===== config.mk =====
export PLATFORM = sky130hd
export DESIGN_NAME = ovf_exc_ctrl
export DESIGN_NICKNAME = d
export VERILOG_FILES = /design/src/rtl/ovf_exc_ctrl.sv
export SDC_FILE = /design/constraint.sdc
export NUM_CORES = 1
export LEC_CHECK = 0
export CORE_ASPECT_RATIO = 1.1
export CORE_MARGIN = 2
export CORE_UTILIZATION = 46
export DETAILED_ROUTE_END_ITERATION = 6
export GPL_ROUTABILITY_DRIVEN = 0
export PLACE_DENSITY = 0.87
export SYNTH_ARGS = -nofsm -noshare
export SYNTH_HDL_FRONTEND = slang
export SYNTH_SLANG_ARGS = --single-unit

===== constraint.sdc =====
create_clock -name clk -period 2.4 [get_ports clk]
set_input_delay 0.48 -clock clk [delete_from_list [all_inputs] [get_ports clk]]
set_output_delay 0.48 -clock clk [all_outputs]
set_load 0.02 [all_outputs]

===== src/rtl/ovf_exc_ctrl.sv =====
// Overflow exception controller: minimal CP0 (Status/Cause/EPC), trap entry
// via req/ack with the main control FSM, eret return, mtc0/mfc0 access.
module ovf_exc_ctrl #(
  parameter logic [31:0] EXC_VECTOR = 32'h8000_0180,
  parameter logic [4:0]  OV_CODE    = 5'd12
) (
  input  logic        clk,
  input  logic        rst_n,
  input  logic        ovf_chk,
  input  logic        ovf,
  input  logic [31:0] pc_cur,
  input  logic        eret,
  input  logic        cp0_we,
  input  logic [4:0]  cp0_addr,
  input  logic [31:0] cp0_wdata,
  input  logic        ctrl_ack,
  output logic [31:0] cp0_rdata,
  output logic        exc_req,
  output logic        wb_kill,
  output logic        pc_load,
  output logic [31:0] pc_next,
  output logic        exl,
  output logic [7:0]  ovf_cnt
);

  localparam logic [4:0] A_STATUS = 5'd12;
  localparam logic [4:0] A_CAUSE  = 5'd13;
  localparam logic [4:0] A_EPC    = 5'd14;

  typedef enum logic [1:0] {IDLE, TRAP, VECTOR, RET} state_t;

  state_t      state;
  logic        ie;
  logic        exl_q;
  logic [4:0]  exc_code;
  logic [31:0] epc;

  logic cap, epc_cap;
  logic wr_sts, wr_cause, wr_epc;

  assign cap     = (state == IDLE) && ovf_chk && ovf;
  assign epc_cap = cap && !exl_q;

  // A capture owns any register it writes that cycle; nested traps leave EPC
  // alone, so an mtc0 to EPC then still lands.
  assign wr_sts   = cp0_we && (cp0_addr == A_STATUS) && !cap;
  assign wr_cause = cp0_we && (cp0_addr == A_CAUSE)  && !cap;
  assign wr_epc   = cp0_we && (cp0_addr == A_EPC)    && !epc_cap;

  always_ff @(posedge clk or negedge rst_n) begin
    if (!rst_n) begin
      state   <= IDLE;
      exc_req <= 1'b0;
      wb_kill <= 1'b0;
      pc_load <= 1'b0;
    end else begin
      case (state)
        IDLE: begin
          if (cap) begin
            state   <= TRAP;
            exc_req <= 1'b1;
            wb_kill <= 1'b1;
          end else if (eret) begin
            state   <= RET;
            pc_load <= 1'b1;
          end
        end
        TRAP: begin
          if (ctrl_ack) begin
            state   <= VECTOR;
            exc_req <= 1'b0;
            pc_load <= 1'b1;
          end
        end
        VECTOR: begin
          state   <= IDLE;
          wb_kill <= 1'b0;
          pc_load <= 1'b0;
        end
        RET: begin
          state   <= IDLE;
          pc_load <= 1'b0;
        end
        default: begin
          state   <= IDLE;
          exc_req <= 1'b0;
          wb_kill <= 1'b0;
          pc_load <= 1'b0;
        end
      endcase
    end
  end

  always_ff @(posedge clk or negedge rst_n) begin
    if (!rst_n) begin
      ie       <= 1'b0;
      exl_q    <= 1'b0;
      exc_code <= 5'd0;
      epc      <= 32'd0;
      ovf_cnt  <= 8'd0;
    end else begin
      if (wr_sts) begin
        ie    <= cp0_wdata[0];
        exl_q <= cp0_wdata[1];
      end
      if (wr_cause) exc_code <= cp0_wdata[6:2];
      if (wr_epc)   epc      <= cp0_wdata;
      if (cap) begin
        exl_q    <= 1'b1;
        exc_code <= OV_CODE;
        if (ovf_cnt != 8'hff) ovf_cnt <= ovf_cnt + 8'd1;
      end
      if (epc_cap) epc <= pc_cur;
      // eret clears EXL even against a same-cycle mtc0; IE still follows mtc0
      if (state == RET) exl_q <= 1'b0;
    end
  end

  assign exl = exl_q;

  always_comb begin
    case (state)
      VECTOR:  pc_next = EXC_VECTOR;
      RET:     pc_next = epc;
      default: pc_next = 32'd0;
    endcase
  end

  always_comb begin
    case (cp0_addr)
      A_STATUS: cp0_rdata = {30'd0, exl_q, ie};
      A_CAUSE:  cp0_rdata = {25'd0, exc_code, 2'b00};
      A_EPC:    cp0_rdata = epc;
      default:  cp0_rdata = 32'd0;
    endcase
  end

endmodule


# Word-level counts from Yosys, hierarchy flattened
# Index checks and enable logic that the tools add are counted.
# word_totals
reg_bits	52
input_bits	76
output_inout_bits	76
elab_cells	67
# op_classes
n_addsub	1
eq_ne	12
mux	21
reduce_logical	24
# ops
cell	count
one-hot mux 32 bit (3 select lines)	1
2-to-1 mux 32 bit	2
one-hot mux 32 bit (2 select lines)	1
equality test 5 x 4 -> 1 bit, second input constant	3
2-to-1 mux 5 bit	2
logical AND 1 bit	9
adder 8 x 1 -> 8 bit, second input constant	1
2-to-1 mux 1 bit	8
!= test 2 bit, second input constant	4
!= test 8 bit, second input constant	1
nonzero test 2 bit	4
2-to-1 mux 2 bit	3
one-hot mux 2 bit (3 select lines)	1
AND reduction 2 bit	3
AND reduction 3 bit	2
equality test 2 bit, second input constant	2
one-hot mux 1 bit (2 select lines)	2
logical NOT 1 bit	3
!= test 3 bit, second input constant	1
one-hot mux 1 bit (3 select lines)	1
nonzero test 3 bit	1
equality test 2 x 1 -> 1 bit, second input constant	1
logical NOT 2 bit	1
OR reduction 2 bit	1

# Logic depth before layout (Yosys ltp)
# depth
ltp_word	8
ltp_mapped	6
ltp_nobuf	4

# Worst setup path after synthesis
# No wires, ideal clock.
# synth_path
kind	reg-to-output
startpoint	register exl_q, in the netlist exl
endpoint	output port cp0_rdata[1]
arrival_time_ns	1.533
required_ns	1.920
setup_slack_ns	0.387
path_stages_with_launch	5
n_path_buf	2
path_cell_list	dfrtp_1 clkbuf_1 clkbuf_1 mux2i_1 nor3_1
# synth_between
elab_chain_cells	1
# synth_rtl
item	line_no	source
start: declaration	34	logic exl_q;
start signal: assignment	104	exl_q <= cp0_wdata[1];
one-hot mux 32 bit (3 select lines)	130	case (cp0_addr)
end: declaration	17	output logic [31:0] cp0_rdata,
# No other way between the ends.

# Worst setup path in the final report
# layout_path
startpoint	input port cp0_addr[0]
endpoint	output port cp0_rdata[4]
# layout_between
elab_chain_cells	2
elab_cells_between_ends	4
cone_classes	3 x eq/ne; 1 x mux
# layout_rtl
item	line_no	source
start: declaration	14	input logic [4:0] cp0_addr,
equality test 5 x 4 -> 1 bit	130	
one-hot mux 32 bit (3 select lines) (*)	130	
# Every way passes the cells marked *; elsewhere a longest branch is shown, timed or not.

==> run summary <==
Post-DP HPWL: 7847 um
clk_lat worst skew: 0.31 ns
Hold Vio Cnt, Final: 0
adder-cell share of the synthesized area: 0.003697
synth-to-layout area growth: 51.83%
syn_nets: 435
minimum clock period: 2.390 ns
Switching Fraction: 0.4116
buffers added on ports: 151
mux cell area share after synthesis: 0.02588
WS Path Type: input pin to output port
fin nets: 587
Peak VDD IR: 0.0004089 V
core area: 0.007087 mm^2
sequential-to-total area share from yosys stat: 0.3845
Final Skew: 0.007752 ns
Max Buffers Root-to-Sink: 2
first-pass GRT wire length: 17240 um
Internal: 2.599 mW
pre-CTS WS: -0.4460 ns
Setup TNS: 0 ns
DRT iter0 DRCs: 251
sequential share of power: 0.357
leakage power: 2.337 nW
EDFF count, synth: 0
ys async rst share: 1.000
post-synthesis instance total: 358
maxcap violations: 0
Placement Cell Area: 0.005050 mm^2
Starting Density: 0.4776
DIE AREA: 0.008060 mm^2
Startpoint Class: input pin
compound-gate portion of the synthesized area: 0.3157
Yosys reg bits: 52
GRT Residual Overflow: 0
required time of the critical path: 1.92 ns
switching power total: 1.818 mW
status: finished with violations
PD cells: 859.6 mW/mm^2
area share of xor/xnor cells in the synthesized design: 0.002588
htree depth: 2
# diodes: 0
combinational power share: 0.532
fin. max-slew vios: 0
Residual DRC: 13
DIE HEIGHT: 93.96 um
std cell rows: 32
Synth Cell Area: 0.003384 mm^2
fin crit share: 0.9957
proportion of layout cells with a drive suffix above 1: 0.1863
critical-path maximum fanout: 6
Hold Buf Count CTS: 0
predominant post-synthesis flop cell: dfrtp_1
Clk pwr share: 0.111
drt total wl: 11180 um
GRT Total Usage: 0.2696
critical-path cell list: clkdlybuf4s50_1 -> nand2b_4 -> nor2_4 -> buf_12 -> buf_12 -> a22o_1 -> buf_4
PnR Total Power: 4.417 mW
mean routed wirelength per cell: 18.79 um
Synth cell types: 46
post-synthesis simple-gate area fraction: 0.1704
Syn Area/Cell: 9.454 um^2
largest family of logic cells by synthesized area: compound AO/OA/AOI/OAI gates
worst slew pin tran: 0.6914 ns
antenna-violating nets left: 0
# setup viols final: 0
slowest stage delay, CP: 0.54 ns
Yosys Warn Count: 0
DR vias/cell: 6.040
CTS tree: built
CP bufs+invs: 4
most frequent cells in the layout: 113 x clkdlybuf4s50_1, 52 x dfrtp_1, 40 x o21ai_0, 40 x buf_4, 37 x inv_1
Crit path top cell by count: buf_12
CTS clk-pin slew, worst paths: 0.09 ns
f_max: 0.4185 GHz
Final Instance Area: 0.005139 mm^2
worst min-delay path class: input pin to asynchronous set/reset pin
Detailed Routing Iterations Pass 1: 7
vias in the first global route: 3452
Root Driver: clkbuf_8
total CTS buffers: 5
failing checks: DRC
vias: 3594
cell at the slowest stage of the critical path: clkdlybuf4s50_1
Arr. time, crit path: 1.91 ns
slew margin rel.: 0.5390
critical path's top delay family: buffers and inverters
Fill cells: 521
Die X: 85.79 um
Worst Slack Setup Final: 0.01036 ns
initial antenna violation count: 0
TritonCTS Sinks: 52
Final Util: 0.7251
largest net degree at the start of global routing: 53
most common cell after layout, fill and taps aside: clkdlybuf4s50_1
I/O pin cnt: 152
CP Capture Type: output port
cells by family (layout without fill, tap and decap cells):
family / count (synthesis) / in the layout
simple gates: 93 / 93
compound gates: 128 / 128
flops: 52 / 52
fa+ha+maj: 1 / 1
xor+xnor: 1 / 1
mux: 8 / 8
buf+inv: 75 / 227
state kept, by name, summed over array words and instances (netlist names):
name	cells
epc	32
ovf_cnt	8
exc_code	5
state	2
exc_req	1
exl	1
ie	1
pc_load	1
wb_kill	1
area by class of cell:
cell class / instances / area, um^2 / share of cell area
Timing Repair Buffer: 183 / 1743 / 0.3392
Inverter: 37 / 138.9 / 0.02703
Multi-Input combinational cell: 231 / 1772 / 0.3448
Clock inverter: 1 / 5.005 / 0.0009739
Sequential cell: 52 / 1301 / 0.2532
Clock buffer: 6 / 72.57 / 0.01412
Tap cell: 85 / 106.4 / 0.02070
metrics by stage:
stage                     hold WS (ns)  instances
after floorplan                 0.1844        358
after global placement          0.4885        584
after detailed placement        0.5053        584
after CTS                       0.3087        592
after global routing            0.3404        595
final                           0.2740        595
synth_stat cells, drive strengths merged, types with 2 or more instances:
master   count  area, um^2
dfrtp       52        1301
buf         17       111.4
nand2        6       22.52
mux2         6       67.56
nand3        6       30.03
o21ai       41       205.2
and2        22       137.6
nor2         5       26.27
inv         37       138.9
o311ai       2       17.52
clkbuf      21       78.83
mux2i        2       20.02
a2bb2oi     32       374.1
nand2b       4       32.53
o32a        32       320.3
a21oi        8       40.04
nor3         6       30.03
a22o         5       43.79
nand4        2       12.51
and3        33       206.5
final timing paths:
path	startpoint	endpoint	slack, ns	cells past startpoint
setup / recovery	cp0_addr[0]	cp0_rdata[4]	0.01	7
hold / removal	rst_n	epc[26]	0.27	2
setup reg to reg	state[0]	ovf_cnt[1]	0.62	5
hold reg to reg	exc_req	exc_req	0.52	2
max in group asynchronous	rst_n	epc[12]	1.64	2
min in group clk	exc_req	exc_req	0.52	2
layer usage:
layer / GRT usage / share of wire
met5: 0 / 0
met3: 0.05360 / 0.079
met2: 0.4720 / 0.51
met4: 0.09656 / 0.030
met1: 0.3283 / 0.38
power groups by stage:
stage               sequential [mW]  clock, mW  combinational (mW)
detailed placement             1.59          0                2.34
CTS                            1.57      0.493                2.34
floorplan                      1.57          0                1.32
finish                         1.58      0.490                2.35
global route                   1.64      0.541                2.53
global placement               1.55          0                2.27
what timing repair did:
action	4_1_cts	5_1_grt
gates resized for setup	124	22
setup endpoints to repair	32	32
cloned	0	2
pin swaps	0	3
setup buffers	1	1
Note: power is estimated with default switching activity, not from simulation.
